## config.mk

```make
export PLATFORM = sky130hd
export DESIGN_NAME = data_mem_ctrl
export DESIGN_NICKNAME = d
export VERILOG_FILES = /design/src/rtl/data_mem_ctrl_pkg.sv /design/src/rtl/load_store_align.sv /design/src/rtl/data_mem_ctrl.sv
export SDC_FILE = /design/constraint.sdc
export NUM_CORES = 1
export LEC_CHECK = 0
export CAP_MARGIN = 5
export CORE_MARGIN = 5
export CORE_UTILIZATION = 45
export CTS_CLUSTER_SIZE = 30
export DETAILED_ROUTE_END_ITERATION = 12
export GPL_TIMING_DRIVEN = 0
export PLACE_DENSITY = 0.78
export SLEW_MARGIN = 20
export SYNTH_ARGS = -nofsm -noshare
export SYNTH_HDL_FRONTEND = slang
export SYNTH_SLANG_ARGS = --single-unit
```

## constraint.sdc

```tcl
create_clock -name CLK -period 2.3 [get_ports CLK]
set_input_delay 0.46 -clock CLK [delete_from_list [all_inputs] [get_ports CLK]]
set_output_delay 0.46 -clock CLK [all_outputs]
set_load 0.02 [all_outputs]
```

## src/rtl/data_mem_ctrl_pkg.sv

```systemverilog
// Shared types and constants for the data memory sequencer.
// FSM encoding, RV32I load/store FUNC3 codes and default timeout.
package data_mem_ctrl_pkg;

  typedef enum logic [1:0] {
    IDLE = 2'd0,
    WAIT = 2'd1,
    DONE = 2'd2
  } state_e;

  localparam logic [2:0] F3_B  = 3'b000;
  localparam logic [2:0] F3_H  = 3'b001;
  localparam logic [2:0] F3_W  = 3'b010;
  localparam logic [2:0] F3_BU = 3'b100;
  localparam logic [2:0] F3_HU = 3'b101;

  localparam int unsigned TIMEOUT_DEFAULT = 255;

endpackage

```

## src/rtl/load_store_align.sv

```systemverilog
// Combinational access decode: legality, byte enables, store lane
// replication and load byte/halfword extraction with extension.
module load_store_align
  import data_mem_ctrl_pkg::*;
(
  input  logic        is_write,
  input  logic [2:0]  func3,
  input  logic [1:0]  offset,
  input  logic [31:0] wdata,
  input  logic [2:0]  ld_func3,
  input  logic [1:0]  ld_offset,
  input  logic [31:0] rdata,
  output logic        legal,
  output logic [3:0]  be,
  output logic [31:0] wdata_rep,
  output logic [31:0] ld_data
);

  logic [31:0] shifted;

  always_comb begin
    legal     = 1'b0;
    be        = 4'b1111;
    wdata_rep = wdata;
    case (func3)
      F3_B: begin
        legal = 1'b1;
        if (is_write) begin
          be        = 4'b0001 << offset;
          wdata_rep = {4{wdata[7:0]}};
        end
      end
      F3_H: begin
        legal = !offset[0];
        if (is_write) begin
          be        = 4'b0011 << offset;
          wdata_rep = {2{wdata[15:0]}};
        end
      end
      F3_W: begin
        legal = (offset == 2'b00);
      end
      F3_BU, F3_HU: begin
        // unsigned forms exist only for loads
        legal = !is_write && !((func3 == F3_HU) && offset[0]);
      end
      default: begin
        legal = 1'b0;
      end
    endcase
  end

  assign shifted = rdata >> {ld_offset, 3'b000};

  always_comb begin
    ld_data = 32'h0;
    case (ld_func3)
      F3_B:    ld_data = {{24{shifted[7]}}, shifted[7:0]};
      F3_H:    ld_data = {{16{shifted[15]}}, shifted[15:0]};
      F3_W:    ld_data = rdata;
      F3_BU:   ld_data = {24'h0, shifted[7:0]};
      F3_HU:   ld_data = {16'h0, shifted[15:0]};
      default: ld_data = 32'h0;
    endcase
  end

endmodule

```

## src/rtl/data_mem_ctrl.sv

```systemverilog
// MEM-stage sequencer for a handshaked data memory: latches the access,
// holds a level request until ack or timeout, stalls the pipeline meanwhile.
module data_mem_ctrl
  import data_mem_ctrl_pkg::*;
#(
  parameter int unsigned TIMEOUT_CYCLES = TIMEOUT_DEFAULT
) (
  input  logic        CLK,
  input  logic        RST,
  input  logic        MEM_READ,
  input  logic        MEM_WRITE,
  input  logic [2:0]  FUNC3,
  input  logic [31:0] ADDRESS,
  input  logic [31:0] WRITE_DATA,
  output logic        STALL,
  output logic [31:0] READ_DATA,
  output logic        MISALIGNED,
  output logic        BUS_ERR,
  output logic        DM_REQ,
  output logic        DM_WE,
  output logic [31:0] DM_ADDR,
  output logic [3:0]  DM_BE,
  output logic [31:0] DM_WDATA,
  input  logic [31:0] DM_RDATA,
  input  logic        DM_ACK
);

  localparam logic [7:0] TO_LAST = 8'(TIMEOUT_CYCLES - 1);

  state_e      state_q, state_d;
  logic        req_q, req_d;
  logic        we_q, we_d;
  logic [31:0] addr_q, addr_d;
  logic [3:0]  be_q, be_d;
  logic [31:0] wdata_q, wdata_d;
  logic [2:0]  f3_q, f3_d;
  logic [1:0]  off_q, off_d;
  logic [31:0] rdata_q, rdata_d;
  logic        berr_q, berr_d;
  logic [7:0]  cnt_q, cnt_d;

  logic        access;
  logic        legal;
  logic [3:0]  be_n;
  logic [31:0] wdata_n;
  logic [31:0] ld_data;

  assign access = MEM_READ | MEM_WRITE;

  load_store_align u_align (
    .is_write  (MEM_WRITE),
    .func3     (FUNC3),
    .offset    (ADDRESS[1:0]),
    .wdata     (WRITE_DATA),
    .ld_func3  (f3_q),
    .ld_offset (off_q),
    .rdata     (DM_RDATA),
    .legal     (legal),
    .be        (be_n),
    .wdata_rep (wdata_n),
    .ld_data   (ld_data)
  );

  always_comb begin
    state_d = state_q;
    req_d   = req_q;
    we_d    = we_q;
    addr_d  = addr_q;
    be_d    = be_q;
    wdata_d = wdata_q;
    f3_d    = f3_q;
    off_d   = off_q;
    rdata_d = rdata_q;
    berr_d  = 1'b0;
    cnt_d   = cnt_q;
    unique case (state_q)
      IDLE: begin
        if (access && legal) begin
          state_d = WAIT;
          req_d   = 1'b1;
          we_d    = MEM_WRITE;
          addr_d  = {ADDRESS[31:2], 2'b00};
          be_d    = be_n;
          wdata_d = wdata_n;
          f3_d    = FUNC3;
          off_d   = ADDRESS[1:0];
          cnt_d   = 8'd0;
        end
      end
      WAIT: begin
        if (DM_ACK) begin
          state_d = DONE;
          req_d   = 1'b0;
          if (!we_q) rdata_d = ld_data;
        end else if (cnt_q == TO_LAST) begin
          state_d = DONE;
          req_d   = 1'b0;
          rdata_d = 32'h0;
          berr_d  = 1'b1;
        end else begin
          cnt_d = cnt_q + 8'd1;
        end
      end
      DONE: begin
        state_d = IDLE;
        cnt_d   = 8'd0;
      end
      default: begin
        state_d = IDLE;
        req_d   = 1'b0;
      end
    endcase
  end

  always_ff @(posedge CLK or negedge RST) begin
    if (!RST) begin
      state_q <= IDLE;
      req_q   <= 1'b0;
      we_q    <= 1'b0;
      addr_q  <= 32'h0;
      be_q    <= 4'h0;
      wdata_q <= 32'h0;
      f3_q    <= 3'h0;
      off_q   <= 2'h0;
      rdata_q <= 32'h0;
      berr_q  <= 1'b0;
      cnt_q   <= 8'd0;
    end else begin
      state_q <= state_d;
      req_q   <= req_d;
      we_q    <= we_d;
      addr_q  <= addr_d;
      be_q    <= be_d;
      wdata_q <= wdata_d;
      f3_q    <= f3_d;
      off_q   <= off_d;
      rdata_q <= rdata_d;
      berr_q  <= berr_d;
      cnt_q   <= cnt_d;
    end
  end

  assign STALL = RST & (((state_q == IDLE) & access & legal) |
                        (state_q == WAIT));
  assign MISALIGNED = RST & (state_q == IDLE) & access & !legal;

  assign DM_REQ    = req_q;
  assign DM_WE     = we_q;
  assign DM_ADDR   = addr_q;
  assign DM_BE     = be_q;
  assign DM_WDATA  = wdata_q;
  assign READ_DATA = rdata_q;
  assign BUS_ERR   = berr_q;

endmodule
```

# Word level (Yosys, flattened, before mapping)
# Index checks and enable logic that the tools add are counted.
# W data, S select, Z words.
dict set report totals {
  ff_bits 116
  inputBits 104
  out_inout_bits 105
  wordCells 85
}
dict set report classes {
  addsub 1
  n_eq_ne 16
  n_shift 3
  mux 26
  n_bitwise 9
  n_reduce_logical 19
}
# cell count
set op_table {}
lappend op_table {{$mux W32} 5}
lappend op_table {{$pmux W32 S5} 1}
lappend op_table {{$pmux W32 S2} 1}
lappend op_table {{$shr A32 B5 Y16} 1}
lappend op_table {{$mux W8} 3}
lappend op_table {{$pmux W8 S3} 1}
lappend op_table {{$eq A3 B3 Y1 const B} 4}
lappend op_table {{$add A8 B1 Y8 const B} 1}
lappend op_table {{$eq A8 B8 Y1 const B} 1}
lappend op_table {{$mux W4} 2}
lappend op_table {{$ne A2 B2 Y1 const B} 4}
lappend op_table {{$pmux W4 S2} 1}
lappend op_table {{$and A1 B1 Y1} 6}
lappend op_table {{$eq A3 B1 Y1 const B} 2}
lappend op_table {{$eq A3 B2 Y1 const B} 2}
lappend op_table {{$logic_not A3 Y1} 2}
lappend op_table {{$mux W1} 6}
lappend op_table {{$mux W2} 3}
lappend op_table {{$reduce_and A3 Y1} 2}
lappend op_table {{$logic_not A1 Y1} 4}
lappend op_table {{$logic_not A2 Y1} 2}
lappend op_table {{$pmux W1 S4} 1}
lappend op_table {{$pmux W2 S2} 1}
lappend op_table {{$reduce_and A2 Y1} 2}
lappend op_table {{13 further kinds} 16}

# Logic depth before layout (Yosys ltp)
# Gate-level depths: netlist (run 1).
dict set report logic_depth {
  depth_word 8
  depth_mapped 8
  depth_no_buf 6
}

# Cells and area by module
# Synthesis (run 1) repeated with hierarchy kept, for this count alone.
dict set report hier_totals {
  hier_cells 488
  area_unflattened_um2 5864.4
}
# module n_inst cells_each area_per_inst_um2 seq_area_each_um2
set modules_own_cells {}
lappend modules_own_cells {data_mem_ctrl 1 302 4544.4 2902.8}
lappend modules_own_cells {load_store_align 1 186 1320.0 0.0}

# Worst setup path before layout (run 1)
# OpenSTA, ideal clock, no wires.
dict set report synth_timing {
  path_kind {in2out}
  from {in ADDRESS[0]}
  to {out STALL}
  arrival_time_ps 2080
  required_time_ps 1840
  setup_slack_ps -240
  stages 8
  path_buffers 2
  cell_sequence {inv_1 > ha_1 > nand2b_1 > a221o_1 > nand2b_4 > buf_6 > buf_2 > a21boi_0}
}
dict set report synth_via {
  elab_chain_len 7
  elab_cells_between_ends 9
  classes_between {1 x mux; 3 x bitwise; 5 x reduce/logical}
}
# item line
set synth_rtl {}
lappend synth_rtl {{start: declaration} data_mem_ctrl.sv:13} ;# input logic [31:0] ADDRESS,
lappend synth_rtl {{$logic_and A1 B1 Y1} load_store_align.sv:45} ;# legal = !is_write && !((func3 == F3_HU) && offset[0]);
lappend synth_rtl {{$logic_not A1 Y1} load_store_align.sv:45}
lappend synth_rtl {{$logic_and A1 B1 Y1} load_store_align.sv:45}
lappend synth_rtl {{$pmux W1 S4 (*)} load_store_align.sv:25} ;# case (func3)
lappend synth_rtl {{$and A1 B1 Y1 (*)} data_mem_ctrl.sv:143} ;# assign STALL = RST & (((state_q == IDLE) & access & legal) |
lappend synth_rtl {{$or A1 B1 Y1 (*)} data_mem_ctrl.sv:143}
lappend synth_rtl {{$and A1 B1 Y1 (*)} data_mem_ctrl.sv:143}
lappend synth_rtl {{end: declaration} data_mem_ctrl.sv:15} ;# output logic STALL,
# Every way passes the cells marked *; elsewhere a longest branch is shown, timed or not.

# Worst setup path in the final report (run 1)
dict set report layout_timing {
  from {in FUNC3[1]}
  to {out STALL}
}
dict set report layout_via {
  elab_chain_len 8
  elab_cells_between_ends 13
  classes_between {4 x eq/ne; 1 x mux; 3 x bitwise; 5 x reduce/logical}
}
# item line
set layout_rtl {}
lappend layout_rtl {{start: declaration} data_mem_ctrl.sv:12} ;# input logic [2:0] FUNC3,
lappend layout_rtl {{$eq A3 B3 Y1} {load_store_align.sv:25, load_store_align.sv:45}}
lappend layout_rtl {{$logic_and A1 B1 Y1} load_store_align.sv:45}
lappend layout_rtl {{$logic_not A1 Y1} load_store_align.sv:45}
lappend layout_rtl {{$logic_and A1 B1 Y1} load_store_align.sv:45}
lappend layout_rtl {{$pmux W1 S4 (*)} load_store_align.sv:25}
lappend layout_rtl {{$and A1 B1 Y1 (*)} data_mem_ctrl.sv:143}
lappend layout_rtl {{$or A1 B1 Y1 (*)} data_mem_ctrl.sv:143}
lappend layout_rtl {{$and A1 B1 Y1 (*)} data_mem_ctrl.sv:143}
# Marks and branches as above.

==> results of run 1 <==
==> state kept, by name, indices dropped and copies added, names as in the netlist <==
name       cells
state_q        2
DM_REQ         1
READ_DATA     32
cnt_q          8
DM_WDATA      32
DM_ADDR       30
BUS_ERR        1
DM_WE          1
f3_q           3
DM_BE          4
off_q          2
==> layout by cell type (no fill, tap or decap), types with 9 or more instances in the layout <==
cell,instances
clkdlybuf4s50_1,196
dfrtp_1,116
mux2_2,41
mux2_4,38
nand2_1,32
a221o_1,31
mux2i_1,25
o21ai_0,22
inv_1,17
clkbuf_16,17
nor2b_1,11
a21oi_1,11
clkbuf_1,10
nor2_1,10
buf_6,10
buf_2,9
==> layer usage <==
layer | wire length, um | part of all wire | track usage
met1 | 6620 | 0.38 | 0.277
met3 | 1860 | 0.11 | 0.103
met2 | 8370 | 0.48 | 0.380
met4 | 427 | 0.025 | 0.0858
met5 | 14 | 0.00081 | 0
==> stage by stage <==
step	std cells	hold WS [ns]	setup TNS, ns	total power [mW]
2_1_floorplan	460	0.164	0	5.32
3_3_place_gp	836	0.470	-456.49	7.23
3_5_place_dp	837	0.457	-27.70	7.33
4_1_cts	870	0.0107	0	10.1
5_1_grt	871	0.0318	0	10.5
6_report	871	-0.00207	0	10.0
==> power by group through the flow <==
stage | Combinational, mW | Clock [mW] | Sequential (mW)
2_1_floorplan | 1.33 | 0 | 3.99
3_3_place_gp | 4.00 | 0 | 3.22
3_5_place_dp | 4.08 | 0 | 3.26
4_1_cts | 4.12 | 2.75 | 3.25
5_1_grt | 4.32 | 2.83 | 3.35
6_report | 4.07 | 2.70 | 3.25
==> final cells by class <==
type | instances | area share
Clock buffer | 22 | 0.0544
Buffer | 29 | 0.0240
Multi-Input combinational cell | 295 | 0.302
Tap cell | 172 | 0.0247
Inverter | 19 | 0.00818
Timing Repair Buffer | 208 | 0.239
Antenna cell | 1 | 0.000287
Sequential cell | 116 | 0.333
Clock inverter | 9 | 0.0146
==> how the worst min path moves through the flow <==
stage,startpoint,to,slack (ns),depth (start not counted)
2_1_floorplan,RST,BUS_ERR,0.16,0
3_3_place_gp,READ_DATA[7],READ_DATA[7],0.47,1
3_5_place_dp,RST,cnt_q[4],0.46,1
4_1_cts,RST,cnt_q[4],0.01,1
5_1_grt,RST,DM_WDATA[30],0.03,1
6_report,RST,cnt_q[4],-0.002,1
==> cell usage after synthesis (2+ instances only) <==
| cell | count |
|---|---|
| mux2_2 | 41 |
| o2bb2ai_1 | 7 |
| clkbuf_1 | 8 |
| and3_1 | 2 |
| mux2_4 | 38 |
| inv_1 | 19 |
| a21oi_1 | 11 |
| a21o_1 | 2 |
| and4_1 | 2 |
| a221o_1 | 31 |
| nor2b_1 | 11 |
| o21ai_0 | 22 |
| o211ai_1 | 2 |
| ha_1 | 6 |
| buf_4 | 4 |
| nand2b_1 | 7 |
| nor2_1 | 10 |
| mux2i_1 | 25 |
| buf_6 | 9 |
| a21boi_0 | 2 |
| o21a_1 | 2 |
| a211oi_1 | 3 |
| nand3_1 | 7 |
| a31oi_1 | 3 |
| buf_2 | 8 |
| dfrtp_1 | 116 |
| nor4_1 | 2 |
| nand2_1 | 32 |
==> cells by family (layout without fill, tap and decap cells) <==
family | count (synthesis) | after routing | synth area share
AO/OA/AOI/OAI | 95 | 95 | 0.128
XOR/XNOR | 1 | 1 | 0.00152
adder cells (fa/ha/maj) | 6 | 6 | 0.0130
buffers and inverters | 49 | 287 | 0.0479
flip-flops | 116 | 116 | 0.503
multiplexers | 105 | 105 | 0.226
other | 1 | 3 | 0.000649
AND/OR/NAND/NOR | 86 | 86 | 0.0799
==> repair_timing <==
action                                  CTS  global route
hold buffers                              0             0
endpoints found under the setup margin    2             2
pin swaps                                 1             1
gates cloned                              0             0
buffers inserted                          3             0
gates resized for setup                  27             1
==> impl_metrics.csv, run 1 <==
group,metric,value,unit
run_status,status,"finished with violations",
run_status,violations,"negative hold slack",
sta,setup_violations,0,
detailed_routing,num_vias,4704,
power,p_seq_frac,0.324,
critical_path,required,1.84,ns
placed_design,dpl-instance-area,8070,um2
power,total_leakage_power,3.84,nW
sta,clock_skew,0.00679,ns
detailed_routing,postRouteAntennaNets,0,
floorplan,initial_utilization,0.458,
critical_path,cp_slowest_cell,"a221o_1",
final_layout,synthToLayoutAreaGrowth,50.9,%
synth,async_reset_ff_frac,1.00,
global_route,grt_start_max_net_pins,65,
placed_design,dp_hpwl,12800,um
critical_path,cp.depth,7,
floorplan,fp-row-count,41,
sta,hold_viol,2,
final_layout,fillers,971,
critical_path,rrSetupSlack,0.21,ns
critical_path,startpoint,"FUNC3[1]",
power,swShare,0.332,
cts,h-tree-depth,4,
placed_design,place.gp.congestion,0.830,
detailed_routing,first_pass_iters,5,
synth,syn_inst,459,
floorplan,ios,209,
detailed_routing,drcViolationCount,0,
sta,fmax,445,MHz
detailed_routing,wl,17300,um
cts,clk_latency,0.42,ns
cts,cts_tree,"built",
hold_path,worstHoldPathType,"in -> async",
floorplan,core_area,12600,um2
detailed_routing,via_per_inst,5.40,
critical_path,cp_slowest_stage_delay,0.29,ns
power,combPwrFrac,0.406,
sta,rsz0062_at_grt,"false",
global_route,antenna_found_initial,2,
critical_path,end_kind,"primary output",
cts,cts_buffers,17,
global_route,grt_pass1_wl,27100,um
global_route,grt_overflow_total,0,
cts,clock-sinks,116,
synth,synth-seq-cells,116,
critical_path,path_delay_family,"compound AO/OA/AOI/OAI gates",
critical_path,regToRegStartpoint,"state_q[1]",
critical_path,reg2reg_to,"READ_DATA[27]",
sta,maxSlewViolCount,0,
floorplan,dieArea,15200,um2
synth,synthFlopType,"dfrtp_1",
synth,synth_cell_types,55,
critical_path,worst-r2r-cell-count,5,
sta,slew_headroom,0.600,
synth,yosys-top-cells-area,"dfrtp_1 50%, mux2_4 9.9%, mux2_2 8.0%",
sta,tightest_slew,0.600,ns
placed_design,port_buffers,204,
cts,path_clk_slew,0.05,ns
floorplan,die_w,123,um
sta,worst_slack,0.0533,ns
power,intPower,6.69,mW
power,clkPwrFrac,0.269,
power,vdd_ir_drop_max,0.782,mV
cts,clock_path_buffers,2,
final_layout,finalInstanceArea,8710,um2
sta,fin_crit_sh,0.977,
critical_path,path_buf_inv,3,
final_layout,drive_above_1_share,0.211,
synth,post-synth-top-area-fraction,0.503,
synth,yosys_warnings,0,
detailed_routing,drt_iter0_markers,330,
synth,yosysTopAreaCell,"dfrtp_1",
sta,fin_crit,2.25,ns
synth,yosysSeqAreaShare,0.503,
critical_path,start_kind,"primary input",
critical_path,cp-endpoint,"STALL",
critical_path,critPathArrivalTime,1.79,ns
placed_design,pre_cts_ws,-1.25,ns
final_layout,fin_util,0.690,
flow_run,drv_cap,0,
critical_path,path_cells,"dlygate4sd2_1 > o21a_1 > a221o_1 > nand2b_4 > buf_12 > a21boi_4 > buf_6",
critical_path,path_class,"in -> out",
power,switching_power,3.33,mW
synth,synth_edf_count,0,
detailed_routing,avgRoutedWirePerCell,19.8,um
synth,avgSynthCellArea,12.6,um2
critical_path,critical_path.max_fanout,4,
power,power.density,1150,nW/um2
sta,hold_slack,-0.00207,ns
final_layout,fin_nets,796,
final_layout,multi_input_area,2630,um2
floorplan,fp.dieH,123,um
final_layout,seq_area,2900,um2
synth,synth_area,5780,um2
cts,cts-root-buf,"clkbuf_16",
global_route,grt_pass1_vias,5193,
global_route,grt_usage,0.234,
Power figures use the tool's default switching activity.
==> run 2: changes to the inputs <==
Settings changed: CORE_ASPECT_RATIO from default to 0.9, CTS_CLUSTER_SIZE 30 to default, PLACE_DENSITY 0.78 to 0.81.
==> run 2 against run 1 <==
  * The flow now finishes without violations
  * Via count is 0.53% higher
  * Flip-flop and latch count stayed put
  * Routed wire length is 4.0% higher
  * Critical endpoint is now MISALIGNED
  * Power is 0.56% lower
  * Sequential power hardly changed
  * Worst hold slack better by 0.0051 ns
  * Sequential share of layout area is 0.12 points higher
  * Final area is 0.36% lower
  * Final cell count is 0.92% lower
  * Largest cell class unchanged
==> impl_metrics.csv, run 2 (synthesis gave the netlist of run 1 again) <==
group,metric,value,unit
detailed_routing,drt_iter0_markers,346,
detailed_routing,num_vias,4729,
floorplan,fp.dieH,117,um
sta,slew_headroom,0.542,
sta,fin_crit_sh,0.968,
sta,hold_viol,0,
placed_design,dpl-instance-area,8060,um2
critical_path,critPathArrivalTime,1.77,ns
final_layout,fin_cells,863,
detailed_routing,avgRoutedWirePerCell,20.8,um
placed_design,dpl.cell_count,829,
cts,clock_path_buffers,2,
cts,clock-sinks,116,
placed_design,dp_hpwl,13000,um
critical_path,path_class,"in -> out",
power,power.density,1150,nW/um2
final_layout,fillers,866,
cts,cts_buffers,17,
sta,fmax,449,MHz
detailed_routing,wl,18000,um
global_route,grt_usage,0.237,
sta,fin_crit,2.23,ns
final_layout,insertedDiodeCount,0,
power,swShare,0.335,
power,switching_power,3.33,mW
final_layout,finalInstanceArea,8680,um2
floorplan,initial_utilization,0.457,
final_layout,fin_nets,796,
flow_run,drv_cap,0,
global_route,grt_start_max_net_pins,67,
power,vdd_ir_drop_max,0.868,mV
sta,setup_violations,0,
critical_path,required,1.84,ns
run_status,status,"finished, final reports clean",
cts,cts_tree,"built",
final_layout,synthToLayoutAreaGrowth,50.3,%
cts,cts-root-buf,"clkbuf_16",
placed_design,place.gp.congestion,0.837,
sta,maxSlewViolCount,0,
sta,rsz0062_at_grt,"false",
power,p_seq_frac,0.329,
detailed_routing,via_per_inst,5.48,
power,clkPwrFrac,0.261,
floorplan,die_w,129,um
cts,clk_latency,0.41,ns
floorplan,ios,209,
global_route,grt_pass1_wl,27800,um
detailed_routing,postRouteAntennaNets,0,
power,combPwrFrac,0.410,
power,total_leakage_power,3.84,nW
floorplan,fp-row-count,39,
hold_path,worstHoldPathType,"in -> async",
critical_path,end_kind,"primary output",
cts,ctsHoldBuffers,0,
floorplan,core_area,12600,um2
floorplan,dieArea,15200,um2
sta,clock_skew,0.0148,ns
sta,worst_slack,0.0737,ns
global_route,antenna_found_initial,1,
cts,path_clk_slew,0.05,ns
global_route,grt_pass1_vias,5149,
final_layout,drive_above_1_share,0.209,
detailed_routing,drcViolationCount,0,
cts,h-tree-depth,4,
final_layout,final_common_cell,"clkdlybuf4s50_1",
power,intPower,6.63,mW
final_layout,mostFrequentLayoutCells,"196 x clkdlybuf4s50_1, 116 x dfrtp_1, 41 x mux2_2",
placed_design,pre_cts_ws,-1.21,ns
critical_path,start_kind,"primary input",
sta,tightest_slew,0.687,ns
detailed_routing,first_pass_iters,5,
critical_path,critical_path.max_fanout,5,
global_route,grt_overflow_total,0,
placed_design,port_buffers,204,
-- run 2: changes by cell type in the layout (fill, tap and decap cells not counted), moves of 2 or more --
cell / before / now
clkbuf_8: 3 / 8
clkinv_2: 3 / 1
clkinvlp_4: 3 / 0
clkbuf_1: 10 / 13
bufinv_16: 3 / 1
-- run 2: area by class of cell --
type | instances | area, um2 | share of cell area
plain buffers | 29 | 209 | 0.0241
clock buffers | 30 | 554 | 0.0638
clock inverters | 2 | 35.0 | 0.00404
inverters | 19 | 71.3 | 0.00821
multi-input cells | 295 | 2620 | 0.302
flip-flops and latches | 116 | 2900 | 0.334
well taps | 164 | 205 | 0.0236
repair buffers | 208 | 2080 | 0.240
-- run 2: what timing repair did --
item / in CTS / in global routing
pin swaps: 2 / 1
setup buffers: 3 / 0
setup endpoints to repair: 2 / 12
resized for setup: 26 / 3
-- run 2: power groups by stage --
| stage | sequential [mW] | combinational, mW | clock (mW) |
|---|---|---|---|
| after floorplan | 3.99 | 1.33 | 0 |
| after global placement | 3.24 | 3.98 | 0 |
| after detailed placement | 3.28 | 4.06 | 0 |
| after CTS | 3.28 | 4.10 | 2.64 |
| after global routing | 3.37 | 4.30 | 2.72 |
| final | 3.28 | 4.08 | 2.60 |
-- run 2: metal layers --
layer  up-vias  global-route usage  wire [um]
li1       2131                   -          -
met3        24               0.111       2010
met4         2              0.0734        291
met5         -                   0          7
met2       242               0.382       8580
met1      2330               0.280       7090
-- run 2: critical path, cell delays in order --
cell             delay, ns
buf_2                 0.13
inv_2                 0.07
ha_2                  0.17
nand2b_1              0.05
a221o_1               0.32
buf_4                 0.15
and3_1                0.15
clkdlybuf4s15_2       0.25
-- run 2: per-stage QoR --
step           setup TNS (ns)   util  power, mW  hold slack (ns)
6_report                    0  0.687       9.97          0.00306
5_1_grt                     0  0.687       10.4           0.0280
4_1_cts                     0  0.686       10.0          0.00794
3_5_place_dp           -24.34  0.638       7.34            0.445
3_3_place_gp          -455.29  0.635       7.23            0.468
2_1_floorplan               0      -       5.32            0.164
-- run 2: path summary, 6_finish.rpt --
| check | end | from | cells past startpoint | slack, ns |
|---|---|---|---|---|
| worst max-delay path | MISALIGNED | ADDRESS[1] | 8 | 0.07 |
| worst min-delay path | cnt_q[4] | RST | 1 | 0.003 |
| worst max register to register | READ_DATA[31] | cnt_q[0] | 7 | 0.16 |
| worst min register to register | READ_DATA[7] | READ_DATA[7] | 1 | 0.49 |
| max in group asynchronous | DM_ADDR[26] | RST | 2 | 1.61 |
| min in group CLK | BUS_ERR | DM_ACK | 2 | 0.32 |
==> run 3: changes to the inputs <==
Settings changed: CORE_UTILIZATION 45 to 40, PLACE_DENSITY 0.81 to 0.73.
==> run 3 against run 2 <==
  * Core utilization decreased by 7.1 points
  * Power is 1.1% lower
  * First-iteration DRC count shrank 20%
  * Routed wire length is 3.1% lower
  * Count of clock-buffer cells in the layout down 1
  * Largest power group unchanged
  * Worst setup slack gained 0.0093 ns
  * Non-clock buffer count grew 1
  * Global-route usage is 2.7 points lower
  * Worst hold slack improved by 0.022 ns
  * Sequential share of layout area shrank 0.053 points
==> impl_metrics.csv, run 3 (synthesis gave the netlist of run 1 again) <==
group,metric,value,unit
final_layout,insertedDiodeCount,0,
detailed_routing,postRouteAntennaNets,0,
critical_path,cp_slowest_cell,"a221o_1",
sta,setup_violations,0,
floorplan,die_w,137,um
hold_path,worstHoldPathType,"in -> async",
global_route,grt_pass1_vias,4953,
sta,fin_crit,2.22,ns
floorplan,core_area,14100,um2
final_layout,mostFrequentLayoutCells,"196 x clkdlybuf4s50_1, 116 x dfrtp_1, 41 x mux2_2",
flow_run,drv_cap,0,
cts,clk_latency,0.41,ns
global_route,grt_start_max_net_pins,63,
placed_design,port_buffers,204,
final_layout,finalInstanceArea,8700,um2
final_layout,multi_input_area,2610,um2
final_layout,seq_area,2900,um2
detailed_routing,drcViolationCount,0,
critical_path,path_delay_family,"buffers and inverters",
final_layout,final_common_cell,"clkdlybuf4s50_1",
sta,slew_headroom,0.549,
cts,cts-root-buf,"clkbuf_16",
sta,hold_viol,0,
cts,path_clk_slew,0.06,ns
floorplan,ios,209,
placed_design,place.gp.congestion,0.855,
sta,rsz0062_at_grt,"false",
detailed_routing,via_per_inst,5.23,
final_layout,fillers,1110,
global_route,grt_usage,0.209,
detailed_routing,wl,17400,um
floorplan,fp-row-count,41,
critical_path,critical_path.max_fanout,5,
final_layout,fin_nets,797,
power,vdd_ir_drop_max,0.801,mV
detailed_routing,drt_iter0_markers,277,
sta,maxSlewViolCount,0,
floorplan,dieArea,16900,um2
global_route,antenna_found_initial,1,
power,total_leakage_power,3.84,nW
placed_design,dp_hpwl,12700,um
detailed_routing,first_pass_iters,4,
cts,ctsHoldBuffers,0,
run_status,status,"finished, final reports clean",
sta,worst_slack,0.0830,ns
final_layout,drive_above_1_share,0.212,
placed_design,dpl-instance-area,8100,um2
detailed_routing,avgRoutedWirePerCell,19.5,um
cts,cts_tree,"built",
critical_path,required,1.84,ns
critical_path,path_buf_inv,4,
placed_design,pre_cts_ws,-1.19,ns
sta,fmax,451,MHz
global_route,grt_overflow_total,0,
critical_path,path_class,"in -> out",
floorplan,initial_utilization,0.409,
power,power.density,1130,nW/um2
critical_path,cp_slowest_stage_delay,0.32,ns
cts,cts_buffers,17,
critical_path,end_kind,"primary output",
sta,clock_skew,0.0106,ns
critical_path,start_kind,"primary input",
sta,hold_slack,0.0251,ns
floorplan,fp.dieH,124,um
final_layout,synthToLayoutAreaGrowth,50.6,%
cts,clock-sinks,116,
cts,h-tree-depth,4,
sta,fin_crit_sh,0.964,
cts,clock_path_buffers,2,
sta,tightest_slew,0.676,ns
detailed_routing,num_vias,4662,
critical_path,path_cells,"buf_2 > inv_2 > ha_2 > nand2b_1 > a221o_1 > nand2b_4 > buf_12 > a21boi_2 > buf_4",
critical_path,critPathArrivalTime,1.76,ns
global_route,grt_pass1_wl,26900,um
[run 3: layout make-up]
| class | instances | share of cell area |
|---|---|---|
| clock buffers | 29 | 0.0656 |
| flip-flops and latches | 116 | 0.334 |
| well taps | 193 | 0.0278 |
| plain buffers | 29 | 0.0240 |
| repair buffers | 209 | 0.239 |
| inverters | 19 | 0.00820 |
| multi-input cells | 295 | 0.300 |
| clock inverters | 2 | 0.00115 |
[run 3: where the power goes]
part	leakage, nW	total, mW	switching, mW	internal [mW]
sequential	1.41	3.27	0.510	2.76
clock	0.292	2.54	0.886	1.66
combinational	2.13	4.05	1.89	2.16
[run 3: path summary, 6_finish.rpt]
check / depth (start not counted) / endpoint / slack [ns] / startpoint
min: 1 / cnt_q[2] / 0.03 / RST
min in group CLK: 2 / BUS_ERR / 0.32 / DM_ACK
max reg2reg: 7 / READ_DATA[28] / 0.16 / cnt_q[0]
min reg2reg: 1 / READ_DATA[7] / 0.50 / READ_DATA[7]
max: 9 / STALL / 0.08 / ADDRESS[1]
max in group asynchronous: 2 / DM_ADDR[28] / 1.56 / RST
[run 3: what timing repair did]
action	4_1_cts	5_1_grt
resized for setup	26	0
pin swaps	1	1
buffers inserted	4	0
endpoints found under the setup margin	2	1
[run 3: per-layer routing]
metal,up-vias,wire length [um],GRT usage,part of all wire
li1,2145,-,-,-
met1,2275,7320,0.269,0.42
met2,223,7870,0.314,0.45
met3,17,2030,0.0973,0.12
met4,2,189,0.0680,0.011
met5,-,13,0,0.00075
[run 3: stage by stage]
step                cells  utilization  power [mW]  setup TNS [ns]
finish                892        0.616        9.86               0
global route          892        0.616        10.4               0
CTS                   892        0.616        9.94               0
detailed placement    858        0.574        7.33          -26.21
global placement      857        0.572        7.25         -473.31
floorplan             460            -        5.32               0
